File: config.mk
export PLATFORM = sky130hd
export DESIGN_NAME = trigger_detect_flat
export DESIGN_NICKNAME = d
export VERILOG_FILES = /design/src/rtl/scope_pkg.sv /design/src/rtl/trigger_detect_if.sv /design/src/rtl/trigger_detect_sat_addsub.sv /design/src/rtl/trigger_detect.sv /design/src/flat_wrapper.sv
export SDC_FILE = /design/constraint.sdc
export NUM_CORES = 1
export LEC_CHECK = 0
export CAP_MARGIN = 20
export CORE_AREA = 2 2 162 124
export DETAILED_ROUTE_END_ITERATION = 8
export DIE_AREA = 0 0 164 126
export DONT_BUFFER_PORTS = 1
export SLEW_MARGIN = 20
export SYNTH_ARGS = -nofsm -noshare
export SYNTH_HDL_FRONTEND = slang
export SYNTH_SLANG_ARGS = --single-unit
File: constraint.sdc
create_clock -name clk -period 4 [get_ports clk]
set_input_delay 0.8 -clock clk [delete_from_list [all_inputs] [get_ports clk]]
set_output_delay 0.8 -clock clk [all_outputs]
set_load 0.1 [all_outputs]
File: src/rtl/scope_pkg.sv
// Shared types and constants for the scope trigger path.
package scope_pkg;

    localparam int DEFAULT_W      = 16;
    localparam int DEFAULT_HOLD_W = 16;
    localparam int DEFAULT_CNT_W  = 8;

    localparam logic SLOPE_RISE  = 1'b0;
    localparam logic SLOPE_FALL  = 1'b1;
    localparam logic MODE_SINGLE = 1'b0;
    localparam logic MODE_CONT   = 1'b1;

    typedef enum logic [1:0] {
        ST_IDLE       = 2'd0,
        ST_WAIT_RESET = 2'd1,
        ST_READY      = 2'd2,
        ST_HOLDOFF    = 2'd3
    } state_t;

    // Where a finished trigger cycle lands: re-qualify in continuous mode, stop otherwise.
    function automatic state_t post_trigger_state(input logic mode);
        if (mode == MODE_CONT) begin
            return ST_WAIT_RESET;
        end else begin
            return ST_IDLE;
        end
    endfunction

endpackage

File: src/rtl/trigger_detect_if.sv
// Sample/config/result bundle between the sample source and the trigger stage.
interface trigger_detect_if import scope_pkg::*; #(
    parameter int W      = DEFAULT_W,
    parameter int HOLD_W = DEFAULT_HOLD_W,
    parameter int CNT_W  = DEFAULT_CNT_W
);
    logic [W-1:0]      val;
    logic              val_valid;
    logic [W-1:0]      level;
    logic [W-1:0]      hyst;
    logic              slope;
    logic              mode;
    logic [HOLD_W-1:0] holdoff;
    logic              arm;
    logic              disarm;
    logic              trig;
    logic [W-1:0]      trig_val;
    logic              armed;
    logic [CNT_W-1:0]  trig_count;

    modport master (
        output val, val_valid, level, hyst, slope, mode, holdoff, arm, disarm,
        input  trig, trig_val, armed, trig_count
    );

    modport slave (
        input  val, val_valid, level, hyst, slope, mode, holdoff, arm, disarm,
        output trig, trig_val, armed, trig_count
    );

endinterface

File: src/rtl/trigger_detect_sat_addsub.sv
// Saturating level +/- hysteresis: subtract clamps at zero, add clamps at all-ones.
module sat_addsub #(
    parameter int W = 16
) (
    input  logic [W-1:0] i_a,
    input  logic [W-1:0] i_b,
    input  logic         i_sub,
    output logic [W-1:0] o_y
);

    logic [W:0] w_sum;
    logic [W:0] w_diff;

    assign w_sum  = {1'b0, i_a} + {1'b0, i_b};
    assign w_diff = {1'b0, i_a} - {1'b0, i_b};

    // Clamp on carry (add) or borrow (subtract).
    always_comb begin
        o_y = {W{1'b0}};
        if (i_sub) begin
            if (w_diff[W]) begin
                o_y = {W{1'b0}};
            end else begin
                o_y = w_diff[W-1:0];
            end
        end else begin
            if (w_sum[W]) begin
                o_y = {W{1'b1}};
            end else begin
                o_y = w_sum[W-1:0];
            end
        end
    end

endmodule

File: src/rtl/trigger_detect.sv
// Edge trigger with hysteresis re-qualification, holdoff and trigger counting.
module trigger_detect import scope_pkg::*; #(
    parameter int W      = DEFAULT_W,
    parameter int HOLD_W = DEFAULT_HOLD_W,
    parameter int CNT_W  = DEFAULT_CNT_W
) (
    input  logic             clk,
    input  logic             rstn,
    trigger_detect_if.slave  bus
);

    state_t            r_state;
    logic [W-1:0]      r_level;
    logic [W-1:0]      r_hyst;
    logic              r_slope;
    logic              r_mode;
    logic [HOLD_W-1:0] r_holdoff;
    logic [HOLD_W-1:0] r_hcnt;
    logic              r_trig;
    logic [W-1:0]      r_trig_val;
    logic              r_armed;
    logic [CNT_W-1:0]  r_trig_count;

    state_t            w_next;
    logic [HOLD_W-1:0] w_hcnt_next;
    logic              w_trig;
    logic              w_latch;
    logic              w_sub;
    logic [W-1:0]      w_thr;
    logic              w_rearm_ok;
    logic              w_fire_ok;

    // Rising uses lo = level - hyst, falling uses hi = level + hyst.
    assign w_sub = (r_slope == SLOPE_RISE);

    sat_addsub #(.W(W)) u_thr (
        .i_a   (r_level),
        .i_b   (r_hyst),
        .i_sub (w_sub),
        .o_y   (w_thr)
    );

    // Sample comparisons against the latched thresholds.
    always_comb begin
        w_rearm_ok = 1'b0;
        w_fire_ok  = 1'b0;
        if (r_slope == SLOPE_RISE) begin
            w_rearm_ok = (bus.val <= w_thr);
            w_fire_ok  = (bus.val >= r_level);
        end else begin
            w_rearm_ok = (bus.val >= w_thr);
            w_fire_ok  = (bus.val <= r_level);
        end
    end

    // Next-state decode; disarm outranks arm, which outranks sample processing.
    always_comb begin
        w_next      = r_state;
        w_hcnt_next = r_hcnt;
        w_trig      = 1'b0;
        w_latch     = 1'b0;
        if (bus.disarm) begin
            w_next      = ST_IDLE;
            w_hcnt_next = {HOLD_W{1'b0}};
        end else begin
            case (r_state)
                ST_IDLE: begin
                    if (bus.arm) begin
                        w_next  = ST_WAIT_RESET;
                        w_latch = 1'b1;
                    end else begin
                        w_next = ST_IDLE;
                    end
                end
                ST_WAIT_RESET: begin
                    if (bus.val_valid && w_rearm_ok) begin
                        w_next = ST_READY;
                    end else begin
                        w_next = ST_WAIT_RESET;
                    end
                end
                ST_READY: begin
                    if (bus.val_valid && w_fire_ok) begin
                        w_trig = 1'b1;
                        if (r_holdoff != {HOLD_W{1'b0}}) begin
                            w_next      = ST_HOLDOFF;
                            w_hcnt_next = r_holdoff;
                        end else begin
                            w_next = post_trigger_state(r_mode);
                        end
                    end else begin
                        w_next = ST_READY;
                    end
                end
                ST_HOLDOFF: begin
                    // A count of 0 here is unreachable; treat it like the last sample.
                    if (bus.val_valid) begin
                        if (r_hcnt <= HOLD_W'(1)) begin
                            w_next      = post_trigger_state(r_mode);
                            w_hcnt_next = {HOLD_W{1'b0}};
                        end else begin
                            w_next      = ST_HOLDOFF;
                            w_hcnt_next = r_hcnt - HOLD_W'(1);
                        end
                    end else begin
                        w_next = ST_HOLDOFF;
                    end
                end
                default: begin
                    w_next      = ST_IDLE;
                    w_hcnt_next = {HOLD_W{1'b0}};
                end
            endcase
        end
    end

    // State, latched configuration and registered outputs.
    always_ff @(posedge clk or negedge rstn) begin
        if (!rstn) begin
            r_state      <= ST_IDLE;
            r_level      <= {W{1'b0}};
            r_hyst       <= {W{1'b0}};
            r_slope      <= 1'b0;
            r_mode       <= 1'b0;
            r_holdoff    <= {HOLD_W{1'b0}};
            r_hcnt       <= {HOLD_W{1'b0}};
            r_trig       <= 1'b0;
            r_trig_val   <= {W{1'b0}};
            r_armed      <= 1'b0;
            r_trig_count <= {CNT_W{1'b0}};
        end else begin
            r_state <= w_next;
            r_armed <= (w_next != ST_IDLE);
            r_hcnt  <= w_hcnt_next;
            r_trig  <= w_trig;
            if (w_latch) begin
                r_level   <= bus.level;
                r_hyst    <= bus.hyst;
                r_slope   <= bus.slope;
                r_mode    <= bus.mode;
                r_holdoff <= bus.holdoff;
            end
            if (w_trig) begin
                r_trig_val   <= bus.val;
                r_trig_count <= r_trig_count + CNT_W'(1);
            end
        end
    end

    assign bus.trig       = r_trig;
    assign bus.trig_val   = r_trig_val;
    assign bus.armed      = r_armed;
    assign bus.trig_count = r_trig_count;

endmodule

File: src/flat_wrapper.sv
// flat-port wrapper written by rule: the top's interface ports become plain ports
module trigger_detect_flat import scope_pkg::*;
#(
    parameter int W      = DEFAULT_W,
    parameter int HOLD_W = DEFAULT_HOLD_W,
    parameter int CNT_W  = DEFAULT_CNT_W
)
  (clk, rstn, bus_val, bus_val_valid, bus_level, bus_hyst, bus_slope, bus_mode, bus_holdoff, bus_arm, bus_disarm, bus_trig, bus_trig_val, bus_armed, bus_trig_count);
  trigger_detect_if #(.W(W), .HOLD_W(HOLD_W), .CNT_W(CNT_W)) bus_i ();
  input  logic clk;
  input  logic rstn;
  input wire logic [$bits(bus_i.val)-1:0] bus_val;
  input wire logic [$bits(bus_i.val_valid)-1:0] bus_val_valid;
  input wire logic [$bits(bus_i.level)-1:0] bus_level;
  input wire logic [$bits(bus_i.hyst)-1:0] bus_hyst;
  input wire logic [$bits(bus_i.slope)-1:0] bus_slope;
  input wire logic [$bits(bus_i.mode)-1:0] bus_mode;
  input wire logic [$bits(bus_i.holdoff)-1:0] bus_holdoff;
  input wire logic [$bits(bus_i.arm)-1:0] bus_arm;
  input wire logic [$bits(bus_i.disarm)-1:0] bus_disarm;
  output wire logic [$bits(bus_i.trig)-1:0] bus_trig;
  output wire logic [$bits(bus_i.trig_val)-1:0] bus_trig_val;
  output wire logic [$bits(bus_i.armed)-1:0] bus_armed;
  output wire logic [$bits(bus_i.trig_count)-1:0] bus_trig_count;
  assign bus_i.val = bus_val;
  assign bus_i.val_valid = bus_val_valid;
  assign bus_i.level = bus_level;
  assign bus_i.hyst = bus_hyst;
  assign bus_i.slope = bus_slope;
  assign bus_i.mode = bus_mode;
  assign bus_i.holdoff = bus_holdoff;
  assign bus_i.arm = bus_arm;
  assign bus_i.disarm = bus_disarm;
  assign bus_trig = bus_i.trig;
  assign bus_trig_val = bus_i.trig_val;
  assign bus_armed = bus_i.armed;
  assign bus_trig_count = bus_i.trig_count;
  trigger_detect #(.W(W), .HOLD_W(HOLD_W), .CNT_W(CNT_W)) u_core (.clk(clk), .rstn(rstn), .bus(bus_i));
endmodule
======== Word level (Yosys, flattened, before mapping) ========
Index checks and enable logic that the tools add are counted.
Widths: inputs -> output; s select.
word-level totals
  output and inout bits ................... 26
  logic and storage cells ................. 59
  bits of input ports ..................... 71
  flip-flop bits (word level) ............. 94
operators by class
  $lt $le $gt $ge ......................... 5
  muxes and demuxes ....................... 26
  add/sub/neg operators ................... 4
  equal/unequal tests ..................... 6
  reduce and logical (&&, ||, !) cells .... 7
operators with widths
  kind                   count
  $mux 16                8
  $ge 16x16->1           2
  $le 16x16->1           2
  $pmux 16 s2            1
  $add 16x16->17         1
  $sub 16x16->17         1
  $le 16x1->1 const B    1
  $reduce_bool 16->1     1
  $sub 16x1->16 const B  1
  $mux 2                 6
  $mux 1                 10
  $add 8x1->8 const B    1
  $pmux 2 s4             1
  $ne 3x2->1 const B     2
  $eq 2x2->1 const B     2
  $reduce_and 4->1       1
  $ne 3x3->1 const B     1
  $reduce_bool 3->1      1
  $eq 2x1->1 const B     1
  $logic_and 1x1->1      2
  $logic_not 2->1        1
  $reduce_bool 2->1      1

======== Depth between registers and ports, before layout ========
Gate-level depths: netlist of run 1.
  depth in word-level cells ............... 10
  depth in mapped cells ................... 20
  mapped depth without buffers ............ 20

======== Hierarchy ========
Synthesis of run 1 repeated with hierarchy kept, for this count alone.
unflattened totals
  cells, all modules ...................... 739
  area, all modules ....................... 6867.8 um^2
by module, submodules not included
  module          area each (um^2)  cells an instance  sequential area each (um^2)  times used
  trigger_detect  4988.5            465                2352.3                       1
  sat_addsub      1879.3            274                0.0                          1

======== Worst setup path before layout of run 1 ========
No wires, ideal clock.
  path kind ............................... register to register
  start point ............................. register u_core.r_hyst[2]
  end point ............................... register u_core.r_armed (netlist: u_core.bus.armed)
  library setup time ...................... 65 ps
  arrival time ............................ 4216 ps
  cell stages (with the launch flop) ...... 21
  buffers on the path ..................... 2
  clock period less this slack ............ 4281 ps
  path slack .............................. -281 ps
  data required time ...................... 3935 ps
  cell sequence ........................... dfrtp_1 inv_1 ha_1 buf_6 nor2b_1 o31a_1 or3_4 a311o_1 a221oi_4 buf_6 o21ai_0 nand2_1 ha_1 a21o_1 nand3_1 a211oi_1 a2111oi_0 xnor2_1 a2111oi_0 o21bai_1 or2_1
on the way
  word-level cells in the longest chain between the ends .. 10
  elaborated cells between the ends (all ways) .. 13
  classes of those cells .................. 2 x add/sub; 2 x order compare; 7 x mux; 2 x reduce/logical
ends and longest elaborated chain
  item                                              RTL line                                                          source
  start: declaration                                trigger_detect.sv:14                                              logic [W-1:0] r_hyst;
  start signal: assignment                          trigger_detect.sv:122                                             r_hyst <= {W{1'b0}};
  start signal: assignment                          trigger_detect.sv:138                                             r_hyst <= bus.hyst;
  $sub 16x16->17 or $add 16x16->17 (tied branches)  trigger_detect_sat_addsub.sv:15, trigger_detect_sat_addsub.sv:14
  $mux 16, on equally long branches                 trigger_detect_sat_addsub.sv:21, trigger_detect_sat_addsub.sv:27
  $mux 16 *                                         trigger_detect_sat_addsub.sv:20                                   if (i_sub) begin
  $le 16x16->1 or $ge 16x16->1 (tied branches)      trigger_detect.sv:48, trigger_detect.sv:51
  $mux 1 *                                          trigger_detect.sv:47                                              if (r_slope == SLOPE_RISE) begin
  $logic_and 1x1->1 *                               trigger_detect.sv:76                                              if (bus.val_valid && w_rearm_ok) begin
  $mux 2 *                                          trigger_detect.sv:76
  $pmux 2 s4 *                                      trigger_detect.sv:66                                              case (r_state)
  $mux 2 *                                          trigger_detect.sv:62                                              if (bus.disarm) begin
  net u_core.w_next[1]                              trigger_detect.sv:24                                              state_t w_next;
  $reduce_bool 2->1 *                               trigger_detect.sv:133                                             r_armed <= (w_next != ST_IDLE);
  end signal: assignment                            trigger_detect.sv:133
  end: declaration                                  trigger_detect.sv:21                                              logic r_armed;
The timed path passes the listed nets; every way through them passes the cells marked *.
A chain may end at the register's enable or synchronous reset.

======== Worst setup path in the final report of run 1 ========
  start point ............................. register u_core.r_level[0]
  end point ............................... register u_core.r_armed (netlist: u_core.bus.armed)
on the way
  word-level cells in the longest chain between the ends .. 10
  elaborated cells between the ends (all ways) .. 18
  classes of those cells .................. 2 x add/sub; 4 x order compare; 9 x mux; 3 x reduce/logical
ends and longest elaborated chain
  item                                              RTL line                                                          source
  start: declaration                                trigger_detect.sv:13                                              logic [W-1:0] r_level;
  start signal: assignment                          trigger_detect.sv:121                                             r_level <= {W{1'b0}};
  start signal: assignment                          trigger_detect.sv:137                                             r_level <= bus.level;
  $sub 16x16->17 or $add 16x16->17 (tied branches)  trigger_detect_sat_addsub.sv:15, trigger_detect_sat_addsub.sv:14
  $mux 16, on equally long branches                 trigger_detect_sat_addsub.sv:21, trigger_detect_sat_addsub.sv:27
  $mux 16                                           trigger_detect_sat_addsub.sv:20
  $le 16x16->1 or $ge 16x16->1 (tied branches)      trigger_detect.sv:48, trigger_detect.sv:51
  $mux 1                                            trigger_detect.sv:47
  $logic_and 1x1->1                                 trigger_detect.sv:76
  $mux 2                                            trigger_detect.sv:76
  $pmux 2 s4 *                                      trigger_detect.sv:66
  $mux 2 *                                          trigger_detect.sv:62
  net u_core.w_next[1]                              trigger_detect.sv:24
  $reduce_bool 2->1 *                               trigger_detect.sv:133
Marked as above.

==> impl_metrics.ini, run 1 <==
[synthesis]
synth_top_area_share_pct = 35.8
synth.top_cells.by_area = sky130_fd_sc_hd__dfrtp_1 36%, sky130_fd_sc_hd__ha_1 13%, sky130_fd_sc_hd__mux2_2 6.0%
synth_cell_type_count = 62
nets_in_the_synthesized_netlist = 870
syn_inst = 730
synth.most_common_cell = sky130_fd_sc_hd__dfrtp_1
asyncSetResetFlopFracSynth_pct = 100
netlist_area_before_placement_um2 = 6570
synthDominantAreaCellType = sky130_fd_sc_hd__dfrtp_1
most_used_standard_cells_in_the_synthesized_netlist = 94 x sky130_fd_sc_hd__dfrtp_1, 75 x sky130_fd_sc_hd__nand2_1, 67 x sky130_fd_sc_hd__ha_1, 61 x sky130_fd_sc_hd__o21ai_0, 49 x sky130_fd_sc_hd__inv_1
seq_area_frac_synth_pct = 35.8
count_of_flip_flops_with_a_built_in_enable_after_synthesis = 0
yosys_register_bits = 94
avgSynthCellArea_um2 = 9.00
prevailing_post_synth_register_cell = sky130_fd_sc_hd__dfrtp_1
yosys_warnings = 0

[place]
dpl.hpwl_um = 13300
post_dp_cell_area_um2 = 7400
dp_cells = 1034
number_of_buffer_cells_added_on_primary_ports = 0
place.gp.congestion = 0.840

[cts]
cts.hold.buffers_added = 0
cts_made_buffers = 9
htree_levels = 3
path_clk_slew_ns = 0.07
cts_max_path_buffers = 2
worstSkewPairLatency_ns = 0.36
cts_tree = built
library_cell_used_as_clock_root_buffer = sky130_fd_sc_hd__clkbuf_16
clock-sinks = 94

[global_route]
grt_remaining_overflow = 0
globalRouteTotalUtil_pct = 17.6
grt_util_met3_pct = 5.14
via_count_of_the_first_global_routing_pass = 5447
global_route.peak_usage_layer = met1
wire_length_of_the_first_global_routing_pass_um = 28800
grt_max_degree = 95
grt_use_met2_pct = 25.1
gr-usage-met1_pct = 25.9
antenna_found_initial = 0

[final_layout]
post_route_cells_drive_above_1_share_pct = 23.3
multiInputGateArea_um2 = 4060
final_util_pct = 41.5
area_growth_syn_to_layout_pct = 20.7
layout.nets = 939
fill_cells = 1895
postLayoutCellArea_um2 = 7930
final-seq-area_um2 = 2350
final_antenna_diode_count = 0
stdcell_count = 1057

[floorplanning]
floorplan.rows = 44
die_outline_area_um2 = 20700
io_pins = 97
initial_utilization_pct = 34.4
fp.coreArea_um2 = 19100
die_h_um = 126
die_w_um = 164

[worst_setup_path]
critical_path.cell_chain = ha_2 -> fa_2 -> nor2b_4 -> o311ai_1 -> buf_4 -> a22oi_2 -> a31oi_2 -> a31o_4 -> nand2_4 -> o311ai_2 -> o21bai_1 -> ha_1 -> nand3_1 -> nand2_1 -> a21o_1 -> a2111oi_4 -> xnor2_2 -> a2111oi_2 -> o21bai_2 -> or2_1
crit_arrival_ns = 4.75
worstSetupEndpointType = flop
maximum_fanout_along_the_worst_path = 3
worst_path_slowest_cell = sky130_fd_sc_hd__dfrtp_1
cp_data_required_time_ns = 4.29
cp_slowest_stage_delay_ns = 0.40
timing_worst_setup_path_type = flop to flop
start_kind = flop

[timing]
worstMarginPinSlew_ns = 1.03
achievable-frequency_ghz = 0.224
final_number_of_setup_violating_endpoints = 3
min_period_over_period_pct = 112
finalHoldViolations = 0
final_period_minus_worst_setup_slack_ns = 4.46
clock_skew_ns = 0.00924
rsz0062_at_grt = yes
report.final.slew_viol_count = 0
slew_headroom_pct = 31.1
setup_ws_ns = -0.461

[detailed_routing]
route.detailed.wl_per_inst_um = 16.8
ant_nets = 0
avgViaCountPerCell = 5.34
postRouteWirelength_um = 17700
drt-pass1-iter-count = 5
vias = 5643
drc = 0
drtIter0Drc = 379

[status]
outcome = finished with violations
violations = setup timing

[hold_path]
worstHoldPathType = input pin to async pin

[job]
drv_cap = 0
sequential cells by signal, indices dropped and copies added (netlist names):
name	cells
u_core.r_holdoff	16
u_core.bus.armed	1
u_core.r_hcnt	16
u_core.r_mode	1
u_core.bus.trig_count	8
u_core.r_hyst	16
u_core.r_level	16
u_core.bus.trig	1
u_core.r_state	2
u_core.bus.trig_val	16
u_core.r_slope	1
placed cells by master (no fill, tap or decap), types with 14 or more instances in the layout:
master / instances
sky130_fd_sc_hd__o21ai_0: 58
sky130_fd_sc_hd__nand2_1: 73
sky130_fd_sc_hd__nor2_1: 47
sky130_fd_sc_hd__dfrtp_1: 94
sky130_fd_sc_hd__ha_1: 64
sky130_fd_sc_hd__inv_1: 48
sky130_fd_sc_hd__xnor2_1: 24
sky130_fd_sc_hd__mux2_2: 35
sky130_fd_sc_hd__a21oi_1: 40
sky130_fd_sc_hd__nand3_1: 14
sky130_fd_sc_hd__nand4_1: 14
sky130_fd_sc_hd__nor3_1: 26
sky130_fd_sc_hd__buf_4: 89
logic make-up after synthesis:
kind of cell | count (synthesis) | synth area share, %
AND/OR/NAND/NOR | 233 | 17.2
flip-flops | 94 | 35.8
adder cells (fa/ha/maj) | 69 | 13.4
AO/OA/AOI/OAI | 177 | 17.2
buffers and inverters | 85 | 5.33
XOR/XNOR | 32 | 4.27
multiplexers | 40 | 6.76
critical path: cells and delay by family, from the launching register on:
kind | cells | cell delay, ns
buffers and inverters | 1 | 0.17
and+or+nand+nor | 5 | 0.45
DFF | 1 | 0.40
adders and majority gates | 3 | 0.87
AOI/OAI and AO/OA | 10 | 2.40
xor gates and xnor gates | 1 | 0.11
area by class of cell:
type                            instances  area share [%]
Multi-Input combinational cell        551            51.2
Clock inverter                          5           0.505
Timing Repair Buffer                   94            9.25
Sequential cell                        94            29.7
Tap cell                              253            3.99
Clock buffer                           11            3.06
Inverter                               49            2.35
path summary, 6_finish.rpt:
kind                              startpoint                 to  slack, ns  depth (start not counted)
min                                     rstn  u_core.r_hyst[15]       0.14                          0
max reg2reg                u_core.r_level[0]   u_core.bus.armed      -0.46                         20
max                        u_core.r_level[0]   u_core.bus.armed      -0.46                         20
min reg2reg                 u_core.r_hcnt[9]   u_core.r_hcnt[9]       0.55                          2
min in group clk                  bus_disarm  u_core.r_hcnt[10]       0.50                          1
max in group asynchronous               rstn  u_core.r_hcnt[13]       3.74                          0
through the flow:
| step | setup slack (ns) | hold slack, ns | setup TNS (ns) |
|---|---|---|---|
| 2_1_floorplan | -0.199 | 0.504 | -0.310 |
| 3_3_place_gp | -0.581 | 0.511 | -1.44 |
| 3_5_place_dp | -0.665 | 0.509 | -1.65 |
| 4_1_cts | -0.456 | 0.129 | -1.06 |
| 5_1_grt | -0.692 | 0.120 | -1.71 |
| 6_report | -0.461 | 0.137 | -1.07 |
routing by layer:
layer | routed length [µm] | part of all wire [%]
met1 | 8890 | 50
met2 | 7350 | 41
met3 | 1250 | 7.0
met4 | 256 | 1.4
met5 | 0 | 0
what timing repair did:
action,CTS,global route
setup buffers,3,4
endpoints found under the hold margin,0,0
pin swaps,21,21
endpoints found under the setup margin,3,3
gates resized for setup,19,24
Power of run 1 is not shown: default switching activity piles up to over one toggle a cycle in this logic, so the estimate is an artifact.
==> run 2: changes to the inputs <==
--- a/config.mk
+++ b/config.mk
@@ -10,6 +10,8 @@
 export DETAILED_ROUTE_END_ITERATION = 8
 export DIE_AREA = 0 0 164 126
 export DONT_BUFFER_PORTS = 1
+export GPL_ROUTABILITY_DRIVEN = 1
+export SKIP_CTS_REPAIR_TIMING = 1
 export SLEW_MARGIN = 20
 export SYNTH_ARGS = -nofsm -noshare
 export SYNTH_HDL_FRONTEND = slang
==> impl_metrics.ini, run 2 (synthesis gave the netlist of run 1 again) <==
[status]
outcome = finished with violations
violations = setup timing

[timing]
rsz0062_at_grt = yes
worstMarginPinSlew_ns = 1.04
finalHoldViolations = 0
achievable-frequency_ghz = 0.218
min_period_over_period_pct = 115
setup_ws_ns = -0.584
final_number_of_setup_violating_endpoints = 3
slew_headroom_pct = 31.0
final_period_minus_worst_setup_slack_ns = 4.58
report.final.slew_viol_count = 0
clock_skew_ns = 0.00924

[worst_setup_path]
crit_arrival_ns = 4.82
cp_data_required_time_ns = 4.24
worstSetupEndpointType = flop
critical_path.cell_chain = buf_6 -> inv_4 -> ha_4 -> fa_2 -> nor2b_4 -> o31a_1 -> or3_4 -> a311o_1 -> a221oi_4 -> buf_6 -> buf_6 -> o21ai_1 -> o21ai_1 -> ha_1 -> nand4_1 -> nor3_4 -> a2111oi_4 -> xnor2_2 -> a2111oi_2 -> o21bai_2 -> or2_1
cp_slowest_stage_delay_ns = 0.41
start_kind = flop
timing.critical_path.max_delay_family = compound AO/OA/AOI/OAI gates
cp.buffers_inverters = 4
critical_path.most_common_cell = sky130_fd_sc_hd__buf_6
worst_path_slowest_cell = sky130_fd_sc_hd__a311o_1
timing_worst_setup_path_type = flop to flop
maximum_fanout_along_the_worst_path = 7

[global_route]
grt_remaining_overflow = 0
antenna_found_initial = 0
globalRouteTotalUtil_pct = 17.5
wire_length_of_the_first_global_routing_pass_um = 28700
grt_max_degree = 95
via_count_of_the_first_global_routing_pass = 5420

[final_layout]
postLayoutCellArea_um2 = 7830
mostFrequentLayoutCells = 94 x sky130_fd_sc_hd__dfrtp_1, 86 x sky130_fd_sc_hd__buf_4, 74 x sky130_fd_sc_hd__nand2_1, 66 x sky130_fd_sc_hd__ha_1, 58 x sky130_fd_sc_hd__o21ai_0
area_growth_syn_to_layout_pct = 19.3
fill_cells = 1905
final-seq-area_um2 = 2350
layout.nets = 936
post_route_cells_drive_above_1_share_pct = 21.3
final_antenna_diode_count = 0
final_util_pct = 41.0
stdcell_count = 1054
final_common_cell = sky130_fd_sc_hd__dfrtp_1
multiInputGateArea_um2 = 3980

[floorplanning]
initial_utilization_pct = 34.4
die_h_um = 126
floorplan.rows = 44
die_outline_area_um2 = 20700
io_pins = 97
die_w_um = 164
fp.coreArea_um2 = 19100

[cts]
worstSkewPairLatency_ns = 0.36
cts_tree = built
path_clk_slew_ns = 0.07
library_cell_used_as_clock_root_buffer = sky130_fd_sc_hd__clkbuf_16
cts_max_path_buffers = 2
clock-sinks = 94
htree_levels = 3
cts_made_buffers = 9

[place]
place.gp.congestion = 0.840
post_dp_cell_area_um2 = 7400
dpl.hpwl_um = 13300
number_of_buffer_cells_added_on_primary_ports = 0
dp_cells = 1034

[detailed_routing]
drc = 0
ant_nets = 0
vias = 5623
postRouteWirelength_um = 17600
avgViaCountPerCell = 5.33
drtIter0Drc = 431
route.detailed.wl_per_inst_um = 16.7
drt-pass1-iter-count = 5

[hold_path]
worstHoldPathType = input pin to async pin

[job]
drv_cap = 0
[run 2: cell count changes in the layout (fill, tap and decap cells not counted), moves of 2 or more]
| cell | previous run | this run |
|---|---|---|
| sky130_fd_sc_hd__ha_1 | 64 | 66 |
| sky130_fd_sc_hd__nor3_4 | 0 | 2 |
| sky130_fd_sc_hd__a21oi_2 | 8 | 3 |
| sky130_fd_sc_hd__buf_4 | 89 | 86 |
| sky130_fd_sc_hd__a21oi_1 | 40 | 45 |
| sky130_fd_sc_hd__nor3_1 | 26 | 24 |
[run 2: layout make-up]
class | instances | share of cell area (%)
repair buffers | 91 | 9.07
multi-input cells | 551 | 50.9
well taps | 253 | 4.04
clock inverters | 5 | 0.511
flip-flops and latches | 94 | 30.0
clock buffers | 11 | 3.10
inverters | 49 | 2.38
[run 2: worst paths after layout]
path	startpoint	to	slack, ns	cells past startpoint
hold reg to reg	u_core.r_holdoff[14]	u_core.r_holdoff[14]	0.55	1
setup reg to reg	u_core.r_level[0]	u_core.bus.armed	-0.58	21
min in group clk	bus_disarm	u_core.r_hcnt[10]	0.50	1
hold / removal	rstn	u_core.r_hyst[15]	0.14	0
max in group asynchronous	rstn	u_core.r_hcnt[3]	3.73	0
setup / recovery	u_core.r_level[0]	u_core.bus.armed	-0.58	21
[run 2: layer usage]
layer | wire [µm] | GRT usage [%]
met1 | 8920 | 25.7
met2 | 7210 | 24.9
met3 | 1210 | 5.14
met4 | 248 | 4.23
met5 | 0 | 0
[run 2: per-stage QoR]
stage / worst slack [ns] / hold WS [ns] / TNS (ns)
final: -0.584 / 0.140 / -1.35
after global routing: -0.816 / 0.120 / -2.05
after CTS: -0.656 / 0.129 / -1.62
after detailed placement: -0.665 / 0.509 / -1.65
after global placement: -0.581 / 0.511 / -1.44
after floorplan: -0.199 / 0.504 / -0.310
Power of run 2 is left out for the same reason.
